<file path="src/rtl/laser_pkg.sv">
`default_nettype none
// ============================================================================
// Module : laser_pkg
// Brief  : Shared types and constants for the two-circle laser placement
//          scheduler: FSM state encoding, grid coordinate type, grid and
//          window limits, plus window-bound helpers.
// Rev    : 1.0  initial release
// ============================================================================
package laser_pkg;

  localparam int GRID_MAX = 15;
  localparam int WIN_R    = 4;

  typedef logic [3:0] coord_t;

  typedef enum logic [2:0] {
    S_IDLE  = 3'd0,
    S_SWEEP = 3'd1,
    S_EVAL  = 3'd2,
    S_ROUND = 3'd3,
    S_OUT   = 3'd4
  } state_t;

  localparam coord_t c_grid_max = coord_t'(GRID_MAX);
  localparam coord_t c_win_r    = coord_t'(WIN_R);

  // Lower window edge about a centre, clamped at the grid origin.
  function automatic coord_t win_lo(input coord_t c);
    return (c < c_win_r) ? '0 : coord_t'(c - c_win_r);
  endfunction

  // Upper window edge about a centre, clamped at the grid edge.
  function automatic coord_t win_hi(input coord_t c);
    return (c > coord_t'(c_grid_max - c_win_r)) ? c_grid_max : coord_t'(c + c_win_r);
  endfunction

endpackage
`default_nettype wire

</file>
<file path="src/rtl/laser_sched_if.sv">
`default_nettype none
// ============================================================================
// Module : laser_sched_if
// Brief  : Control, coverage-engine handshake and result bus of laser_sched.
//          master = scheduler side, slave = engine / host side.
// Rev    : 1.0  initial release
// ============================================================================
interface laser_sched_if;
  import laser_pkg::*;

  logic       START;
  logic       REQ;
  coord_t     CAND_X;
  coord_t     CAND_Y;
  logic       WHICH;
  logic       ACK;
  logic [5:0] CNT;
  coord_t     C1X;
  coord_t     C1Y;
  coord_t     C2X;
  coord_t     C2Y;
  logic       BUSY;
  logic       DONE;

  modport master (
    input  START, ACK, CNT,
    output REQ, CAND_X, CAND_Y, WHICH, C1X, C1Y, C2X, C2Y, BUSY, DONE
  );

  modport slave (
    output START, ACK, CNT,
    input  REQ, CAND_X, CAND_Y, WHICH, C1X, C1Y, C2X, C2Y, BUSY, DONE
  );

endinterface
`default_nettype wire

</file>
<file path="src/rtl/laser_sweep_gen.sv">
`default_nettype none
// ============================================================================
// Module : laser_sweep_gen
// Brief  : Candidate generator for one sweep phase. Captures the x/y bounds
//          at phase load (full grid or a clamped window about a centre),
//          steps x inner / y outer, and flags the last candidate.
// Rev    : 1.0  initial release
// ============================================================================
module laser_sweep_gen
  import laser_pkg::*;
(
  input  logic   clk,
  input  logic   rst,
  input  logic   load_i,
  input  logic   win_i,
  input  logic   step_i,
  input  coord_t cx_i,
  input  coord_t cy_i,
  output coord_t x_o,
  output coord_t y_o,
  output logic   last_o
);

  coord_t xlo_q, xlo_d, xhi_q, xhi_d;
  coord_t ylo_q, ylo_d, yhi_q, yhi_d;
  coord_t x_q, x_d, y_q, y_d;

  // Next bounds/candidate: load restarts the phase, step walks the raster.
  always_comb begin
    xlo_d = xlo_q;
    xhi_d = xhi_q;
    ylo_d = ylo_q;
    yhi_d = yhi_q;
    x_d   = x_q;
    y_d   = y_q;
    if (load_i) begin
      if (win_i) begin
        xlo_d = win_lo(cx_i);
        xhi_d = win_hi(cx_i);
        ylo_d = win_lo(cy_i);
        yhi_d = win_hi(cy_i);
      end else begin
        xlo_d = '0;
        xhi_d = c_grid_max;
        ylo_d = '0;
        yhi_d = c_grid_max;
      end
      x_d = xlo_d;
      y_d = ylo_d;
    end else if (step_i) begin
      if (x_q == xhi_q) begin
        x_d = xlo_q;
        y_d = y_q + 4'd1;
      end else begin
        x_d = x_q + 4'd1;
      end
    end
  end

  // Bound and candidate registers.
  always_ff @(posedge clk or posedge rst) begin
    if (rst) begin
      xlo_q <= '0;
      xhi_q <= '0;
      ylo_q <= '0;
      yhi_q <= '0;
      x_q   <= '0;
      y_q   <= '0;
    end else begin
      xlo_q <= xlo_d;
      xhi_q <= xhi_d;
      ylo_q <= ylo_d;
      yhi_q <= yhi_d;
      x_q   <= x_d;
      y_q   <= y_d;
    end
  end

  assign x_o    = x_q;
  assign y_o    = y_q;
  assign last_o = (x_q == xhi_q) && (y_q == yhi_q);

endmodule
`default_nettype wire

</file>
<file path="src/rtl/laser_sched.sv">
`default_nettype none
// ============================================================================
// Module : laser_sched
// Brief  : Alternating coordinate search for two circle centres on a 16x16
//          grid. Each round sweeps candidates for C1 then C2 through an
//          external coverage engine and keeps the strictly best one. Stops
//          on no round improvement, MAX_ITER rounds, or full coverage.
//          Option macro LASER_SCHED_WINDOW_EN: from round 2 on, each phase
//          sweeps only a +/-WIN_R window about that circle's centre.
// Rev    : 1.0  initial release
// ============================================================================
module laser_sched
  import laser_pkg::*;
#(
  parameter int MAX_ITER = 8,
  parameter int NUM_PTS  = 40
) (
  input  logic          CLK,
  input  logic          RST,
  laser_sched_if.master bus
);

  localparam int                ITER_W     = $clog2(MAX_ITER + 1);
  localparam logic [ITER_W-1:0] c_max_iter = ITER_W'(MAX_ITER);
  localparam logic [5:0]        c_num_pts  = 6'(NUM_PTS);
`ifdef LASER_SCHED_WINDOW_EN
  localparam logic              c_win_en   = 1'b1;
`else
  localparam logic              c_win_en   = 1'b0;
`endif

  state_t            state_q, state_d;
  logic              which_q, which_d;
  logic [5:0]        best_q, best_d;
  logic [5:0]        prev_q, prev_d;
  logic [5:0]        cnt_q, cnt_d;
  logic [ITER_W-1:0] iter_q, iter_d;
  coord_t            c1x_q, c1x_d, c1y_q, c1y_d;
  coord_t            c2x_q, c2x_d, c2y_q, c2y_d;

  logic   gen_load, gen_step, gen_win, gen_last;
  coord_t gen_cx, gen_cy, cand_x, cand_y;

  laser_sweep_gen u_sweep (
    .clk    (CLK),
    .rst    (RST),
    .load_i (gen_load),
    .win_i  (gen_win),
    .step_i (gen_step),
    .cx_i   (gen_cx),
    .cy_i   (gen_cy),
    .x_o    (cand_x),
    .y_o    (cand_y),
    .last_o (gen_last)
  );

  // Next-state and datapath decisions. The best score is cleared at every
  // phase start so each phase picks the best position of its own circle
  // given the other; the C2-phase best is thus the round's final score.
  always_comb begin
    state_d  = state_q;
    which_d  = which_q;
    best_d   = best_q;
    prev_d   = prev_q;
    cnt_d    = cnt_q;
    iter_d   = iter_q;
    c1x_d    = c1x_q;
    c1y_d    = c1y_q;
    c2x_d    = c2x_q;
    c2y_d    = c2y_q;
    gen_load = 1'b0;
    gen_step = 1'b0;
    gen_win  = 1'b0;
    gen_cx   = c1x_q;
    gen_cy   = c1y_q;
    case (state_q)
      S_IDLE: begin
        if (bus.START) begin
          c1x_d    = coord_t'(4);
          c1y_d    = coord_t'(4);
          c2x_d    = coord_t'(11);
          c2y_d    = coord_t'(11);
          best_d   = '0;
          prev_d   = '0;
          iter_d   = '0;
          which_d  = 1'b0;
          gen_load = 1'b1;
          state_d  = S_SWEEP;
        end
      end
      S_SWEEP: begin
        if (bus.ACK) begin
          cnt_d   = bus.CNT;
          state_d = S_EVAL;
        end
      end
      S_EVAL: begin
        if (cnt_q > best_q) begin
          best_d = cnt_q;
          if (which_q) begin
            c2x_d = cand_x;
            c2y_d = cand_y;
          end else begin
            c1x_d = cand_x;
            c1y_d = cand_y;
          end
        end
        if (cnt_q == c_num_pts) begin
          state_d = S_OUT;
        end else if (!gen_last) begin
          gen_step = 1'b1;
          state_d  = S_SWEEP;
        end else if (!which_q) begin
          // C1 phase finished: sweep C2 about its centre as it stands now.
          which_d  = 1'b1;
          best_d   = '0;
          gen_load = 1'b1;
          gen_win  = c_win_en && (iter_q != '0);
          gen_cx   = c2x_q;
          gen_cy   = c2y_q;
          state_d  = S_SWEEP;
        end else begin
          state_d = S_ROUND;
        end
      end
      S_ROUND: begin
        iter_d = iter_q + 1'b1;
        if ((best_q <= prev_q) || (iter_d == c_max_iter)) begin
          state_d = S_OUT;
        end else begin
          prev_d   = best_q;
          best_d   = '0;
          which_d  = 1'b0;
          gen_load = 1'b1;
          gen_win  = c_win_en;
          state_d  = S_SWEEP;
        end
      end
      S_OUT: begin
        state_d = S_IDLE;
      end
      default: begin
        state_d = S_IDLE;
      end
    endcase
  end

  // State and datapath registers; reset clears everything, even mid-sweep.
  always_ff @(posedge CLK or posedge RST) begin
    if (RST) begin
      state_q <= S_IDLE;
      which_q <= 1'b0;
      best_q  <= '0;
      prev_q  <= '0;
      cnt_q   <= '0;
      iter_q  <= '0;
      c1x_q   <= '0;
      c1y_q   <= '0;
      c2x_q   <= '0;
      c2y_q   <= '0;
    end else begin
      state_q <= state_d;
      which_q <= which_d;
      best_q  <= best_d;
      prev_q  <= prev_d;
      cnt_q   <= cnt_d;
      iter_q  <= iter_d;
      c1x_q   <= c1x_d;
      c1y_q   <= c1y_d;
      c2x_q   <= c2x_d;
      c2y_q   <= c2y_d;
    end
  end

  assign bus.REQ    = (state_q == S_SWEEP);
  assign bus.CAND_X = cand_x;
  assign bus.CAND_Y = cand_y;
  assign bus.WHICH  = which_q;
  assign bus.C1X    = c1x_q;
  assign bus.C1Y    = c1y_q;
  assign bus.C2X    = c2x_q;
  assign bus.C2Y    = c2y_q;
  assign bus.BUSY   = (state_q != S_IDLE);
  assign bus.DONE   = (state_q == S_OUT);

endmodule
`default_nettype wire
</file>
<file path="src/flat_wrapper.sv">
// flat-port wrapper written by rule: the top's interface ports become plain ports
module laser_sched_flat import laser_pkg::*;
#(
  parameter int MAX_ITER = 8,
  parameter int NUM_PTS  = 40
)
  (CLK, RST, bus_START, bus_ACK, bus_CNT, bus_REQ, bus_CAND_X, bus_CAND_Y, bus_WHICH, bus_C1X, bus_C1Y, bus_C2X, bus_C2Y, bus_BUSY, bus_DONE);
  laser_sched_if bus_i ();
  input  logic CLK;
  input  logic RST;
  input wire logic [$bits(bus_i.START)-1:0] bus_START;
  input wire logic [$bits(bus_i.ACK)-1:0] bus_ACK;
  input wire logic [$bits(bus_i.CNT)-1:0] bus_CNT;
  output wire logic [$bits(bus_i.REQ)-1:0] bus_REQ;
  output wire logic [$bits(bus_i.CAND_X)-1:0] bus_CAND_X;
  output wire logic [$bits(bus_i.CAND_Y)-1:0] bus_CAND_Y;
  output wire logic [$bits(bus_i.WHICH)-1:0] bus_WHICH;
  output wire logic [$bits(bus_i.C1X)-1:0] bus_C1X;
  output wire logic [$bits(bus_i.C1Y)-1:0] bus_C1Y;
  output wire logic [$bits(bus_i.C2X)-1:0] bus_C2X;
  output wire logic [$bits(bus_i.C2Y)-1:0] bus_C2Y;
  output wire logic [$bits(bus_i.BUSY)-1:0] bus_BUSY;
  output wire logic [$bits(bus_i.DONE)-1:0] bus_DONE;
  assign bus_i.START = bus_START;
  assign bus_i.ACK = bus_ACK;
  assign bus_i.CNT = bus_CNT;
  assign bus_REQ = bus_i.REQ;
  assign bus_CAND_X = bus_i.CAND_X;
  assign bus_CAND_Y = bus_i.CAND_Y;
  assign bus_WHICH = bus_i.WHICH;
  assign bus_C1X = bus_i.C1X;
  assign bus_C1Y = bus_i.C1Y;
  assign bus_C2X = bus_i.C2X;
  assign bus_C2Y = bus_i.C2Y;
  assign bus_BUSY = bus_i.BUSY;
  assign bus_DONE = bus_i.DONE;
  laser_sched #(.MAX_ITER(MAX_ITER), .NUM_PTS(NUM_PTS)) u_core (.CLK(CLK), .RST(RST), .bus(bus_i));
endmodule
</file>
<file path="config.mk">
export PLATFORM = sky130hd
export DESIGN_NAME = laser_sched_flat
export DESIGN_NICKNAME = d
export VERILOG_FILES = /design/src/rtl/laser_pkg.sv /design/src/rtl/laser_sched_if.sv /design/src/rtl/laser_sweep_gen.sv /design/src/rtl/laser_sched.sv /design/src/flat_wrapper.sv
export SDC_FILE = /design/constraint.sdc
export NUM_CORES = 1
export LEC_CHECK = 0
export ABC_AREA = 1
export CAP_MARGIN = 20
export CORE_MARGIN = 4
export CORE_UTILIZATION = 31
export DETAILED_ROUTE_END_ITERATION = 6
export HOLD_SLACK_MARGIN = 0.15
export PLACE_DENSITY = 0.46
export SLEW_MARGIN = 20
export SYNTH_ARGS = -nofsm -noshare
export SYNTH_HDL_FRONTEND = slang
export SYNTH_SLANG_ARGS = --single-unit
</file>
<file path="constraint.sdc">
create_clock -name CLK -period 2.8 [get_ports CLK]
set_clock_uncertainty 0.2 [all_clocks]
set_input_delay 0.84 -clock CLK [delete_from_list [all_inputs] [get_ports CLK]]
set_output_delay 0.84 -clock CLK [all_outputs]
set_load 0.03 [all_outputs]
</file>
# [Word level (Yosys, flattened, before mapping)]
# Index checks and enable logic that the tools add are counted.
[totals] word_cells=104 in_bits=10 register_bits=51 out_inout_bits=28
[op_classes] order_cmp=2 muxes=52 n_reduce_logical=18 n_eq_ne=16 n_addsub=3
[op_table] operator="4-bit two-way mux" n=17
[op_table] operator="6-bit two-way mux" n=7
[op_table] operator="4-bit one-hot mux with 2 select lines" n=5
[op_table] operator="6-bit one-hot mux with 3 select lines" n=1
[op_table] operator="3-bit two-way mux" n=5
[op_table] operator="4-bit by 1-bit adder with 4-bit output, second input constant" n=3
[op_table] operator="1-bit two-way mux" n=12
[op_table] operator="3-bit one-hot mux with 4 select lines" n=1
[op_table] operator="6-bit one-hot mux with 2 select lines" n=1
[op_table] operator="2-bit inequality test, second input constant" n=5
[op_table] operator="4-bit equality test" n=2
[op_table] operator="2-bit AND reduction" n=4
[op_table] operator="4-bit AND reduction" n=2
[op_table] operator="2-bit nonzero test" n=4
[op_table] operator="3-bit by 2-bit equality test with 1-bit output, second input constant" n=2
[op_table] operator="6-bit equality test, second input constant" n=1
[op_table] operator="6-bit > comparator" n=1
[op_table] operator="6-bit <= comparator" n=1
[op_table] operator="2-bit by 1-bit inequality test with 1-bit output, second input constant" n=3
[op_table] operator="1-bit one-hot mux with 3 select lines" n=2
[op_table] operator="3-bit AND reduction" n=2
[op_table] operator="3-bit nonzero test" n=2
[op_table] operator="5-bit AND reduction" n=1
[op_table] operator="4-bit equality test, second input constant" n=1
[op_table] operator="6 further kinds" n=6

# [Logic depth before layout (Yosys ltp)]
[depth] word_depth=7 ltp_mapped=14 ltp_nobuf=13

# [Hierarchy]
# From an unflattened synthesis, not the netlist that was laid out.
[unflattened] hier_cells=458 hier_area_um2=3671.0
[modules_own_cells] module="laser_sched" cells_each=311 area_per_inst_um2=2502.4 n_inst=1
[modules_own_cells] module="laser_sweep_gen" cells_each=147 area_per_inst_um2=1168.6 n_inst=1

# [Least setup slack after synthesis]
# No wires, ideal clock.
[synth_timing] kind="register -> output" start="register u_core.state_q[2]" end="output port bus_DONE" t_arrival_ns=1.111 path_slack_ns=0.649 n_path_buf=0 path_stages_with_launch=3 path_cell_list="dfrtp_1 -> inv_2 -> nor3_1"
[synth_between] elab_chain_cells=1
[synth_rtl] element="from (decl)" line="laser_sched.sv:32" text="state_t state_q, state_d;"
[synth_rtl] element="from (signal assigned)" line="laser_sched.sv:162" text="state_q <= state_d;"
[synth_rtl] element="3-bit equality test" line="laser_sched.sv:184" text="assign bus.DONE = (state_q == S_OUT);"
[synth_rtl] element="to (decl)" line="flat_wrapper.sv:23" text="output wire logic [$bits(bus_i.DONE)-1:0] bus_DONE;"
# No other way between the ends.

# [Worst setup path in the final report]
# Same ends and word-level chain as after synthesis.

==> results.json <==
{
  "status": "completed",
  "slowest_stage": "clkdlybuf4s50_1",
  "grt_pass1_wl_mm": 10.9,
  "slew_headroom": 0.705,
  "grt_usage": 0.133,
  "hold_class": "reg -> reg",
  "crit_chain": "inv_2 -> nor3_1 -> clkdlybuf4s50_1",
  "period_minus_slack_ns": 2.70,
  "p_leak_nw": 1.65,
  "synth_cells": 338,
  "drtAntennaViolNets": 0,
  "gp_congestion": 0.797,
  "power_density_nw_per_um2": 1010,
  "ys_warn_count": 0,
  "grt_max_degree": 52,
  "ir_worst_vdd_mv": 0.309,
  "drt_pre_antenna_iters": 4,
  "htree_levels": 2,
  "hold_buffers": 0,
  "row_count": 34,
  "wirelength_mm": 6.37,
  "stdcell_area_sq_um": 3370,
  "hold_violations": 0,
  "synth.area.top_cells": "dfrtp_1 (46%), nand2_1 (11%), ha_1 (6.8%), nand3_1 (5.8%), inv_1 (5.2%)",
  "placed_cell_area_sq_um": 3280,
  "synth.top_cell.area_share": 0.464,
  "critical_path_class": "reg -> out",
  "syn2layout_area_growth_pct": 22.5,
  "finalSetupViolations": 0,
  "via_count": 2231,
  "syn-cell-area_sq_um": 2750,
  "reg2reg_depth": 9,
  "diodes": 0,
  "hpwl_mm": 4.87,
  "report.final.slew_viol_count": 0,
  "cpPeakStageDelay_ns": 0.70,
  "ys_seq_area_frac": 0.464,
  "clock.fmax_mhz": 371,
  "finalNetCount": 409,
  "yosys_register_bits": 51,
  "final_cell_mix": "nand2_1 (83), dfrtp_1 (51), nor2_1 (38)",
  "io_pins": 38,
  "cts.sink_count": 51,
  "worstSetupStartpointType": "flop",
  "clk_pin_slew_ns": 0.09,
  "tightestPinTransition_ns": 0.440,
  "cts_tree": "done",
  "dieArea_sq_um": 10400,
  "critPathMaxFanout": 3,
  "crit_required_ns": 1.76,
  "wire_per_inst_microns": 12.9,
  "syn_avg_cell_area_sq_um": 8.14,
  "clockRootBuffer": "clkbuf_8",
  "fill_cells": 908,
  "ys_types": 30,
  "cts_made_buffers": 5,
  "fin_crit_sh": 0.963,
  "grt_overflow": 0,
  "initial_utilization": 0.317,
  "core-area_sq_um": 8680,
  "drt_first_iter_violations": 95,
  "route.detailed.drc": 0,
  "synth_top_cell_by_area": "dfrtp_1",
  "timing.max_cap.violations": 0,
  "antenna_found_initial": 0,
  "io_buffers": 37,
  "end_kind": "output pin",
  "drive_gt1_frac": 0.122,
  "rsz0062_at_grt": "no",
  "fp.dieW_microns": 102,
  "cp.arrival_ns": 1.66,
  "clkLatencyLatePin_ns": 0.30,
  "cts_buffer_depth": 2,
  "holdPathStages": 2,
  "grt_pass1_vias": 2139,
  "detail_route.vias_per_cell": 4.53,
  "synth_nets": 363,
  "die_h_microns": 102,
  "layout_commonest_cell": "nand2_1",
  "finalSetupTns_ns": 0
}
[cells by family (layout without fill, tap and decap cells)]
group | count (synthesis) | count (layout) | share of synthesized area
simple gates | 179 | 179 | 0.300
buf+inv | 53 | 99 | 0.0801
flops | 51 | 51 | 0.464
compound gates | 33 | 33 | 0.0619
fa+ha+maj | 15 | 15 | 0.0682
mux | 4 | 4 | 0.0164
xor+xnor | 3 | 3 | 0.00956
[state kept, by name (all words and copies together) (netlist names)]
signal and flops:
u_core.u_sweep.y_o 4, u_core.bus.C2Y 4, u_core.bus.C1Y 4, u_core.prev_q 6, u_core.iter_q 4, u_core.bus.WHICH 1
u_core.u_sweep.yhi_q 1, u_core.bus.C2X 4, u_core.cnt_q 6, u_core.state_q 3, u_core.best_q 6, u_core.u_sweep.x_o 4
u_core.bus.C1X 4
[repair_timing]
item	in CTS	in global routing
resized for setup	1	1
setup buffers	0	0
endpoints found under the setup margin	1	1
[Yosys cell counts, drive strengths merged]
| cell type | n |
|---|---|
| nor3 | 2 |
| nand4 | 4 |
| ha | 15 |
| a21oi | 10 |
| or2 | 2 |
| clkinv | 1 |
| o21bai | 1 |
| nand3 | 36 |
| xor2 | 1 |
| xnor2 | 2 |
| nand2 | 90 |
| mux2 | 4 |
| inv | 47 |
| dfrtp | 51 |
| nor2 | 44 |
| nand3b | 1 |
| a21boi | 1 |
| buf | 5 |
| o21ai | 21 |
[routing by layer]
metal,part of all wire,track usage,wire (microns)
met1,0.53,0.206,3400
met2,0.41,0.188,2610
met4,0.013,0.0414,85
met5,0,0,0
met3,0.042,0.0198,268
[stage by stage]
stage | worst slack [ns] | cells | total power [mW] | hold WS, ns | util
after floorplan | 0.530 | 338 | 2.55 | 0.253 | -
after global routing | 0.00654 | 492 | 3.79 | 0.309 | 0.388
after CTS | 0.00505 | 492 | 3.46 | 0.281 | 0.388
after global placement | 0.348 | 485 | 3.00 | 0.255 | 0.378
after detailed placement | 0.326 | 485 | 3.02 | 0.258 | 0.378
final | 0.103 | 492 | 3.41 | 0.272 | 0.388
[area by class of cell]
cell class	count	area (sq um)	share of cell area
Clock buffer	6	82.6	0.0245
Clock inverter	1	5.00	0.00149
Inverter	48	180	0.0535
Multi-Input combinational cell	234	1250	0.372
Sequential cell	51	1280	0.379
Tap cell	108	135	0.0401
Timing Repair Buffer	44	437	0.130
[where the power goes]
group | internal [mW] | switching [mW]
logic | 0.652 | 1.17
clock network | 0.195 | 0.242
registers | 0.963 | 0.188
total | 1.81 | 1.60
[path summary, 6_finish.rpt]
path	from	to	slack, ns
max	u_core.state_q[2]	bus_DONE	0.10
min	u_core.bus.C2X[1]	u_core.bus.C2X[1]	0.27
max reg2reg	u_core.cnt_q[5]	u_core.bus.C1Y[2]	0.37
min reg2reg	u_core.bus.C2X[1]	u_core.bus.C2X[1]	0.27
max in group asynchronous	RST	u_core.bus.C1Y[1]	1.47
min in group asynchronous	RST	u_core.bus.C2X[0]	0.70
[critical path: cells and delay by family (launching register included)]
family                 cells  cell delay, ns
flip-flops                 1            0.43
AND/OR/NAND/NOR            1            0.15
buffers and inverters      2            0.77
(Power assumes the default switching activity.)
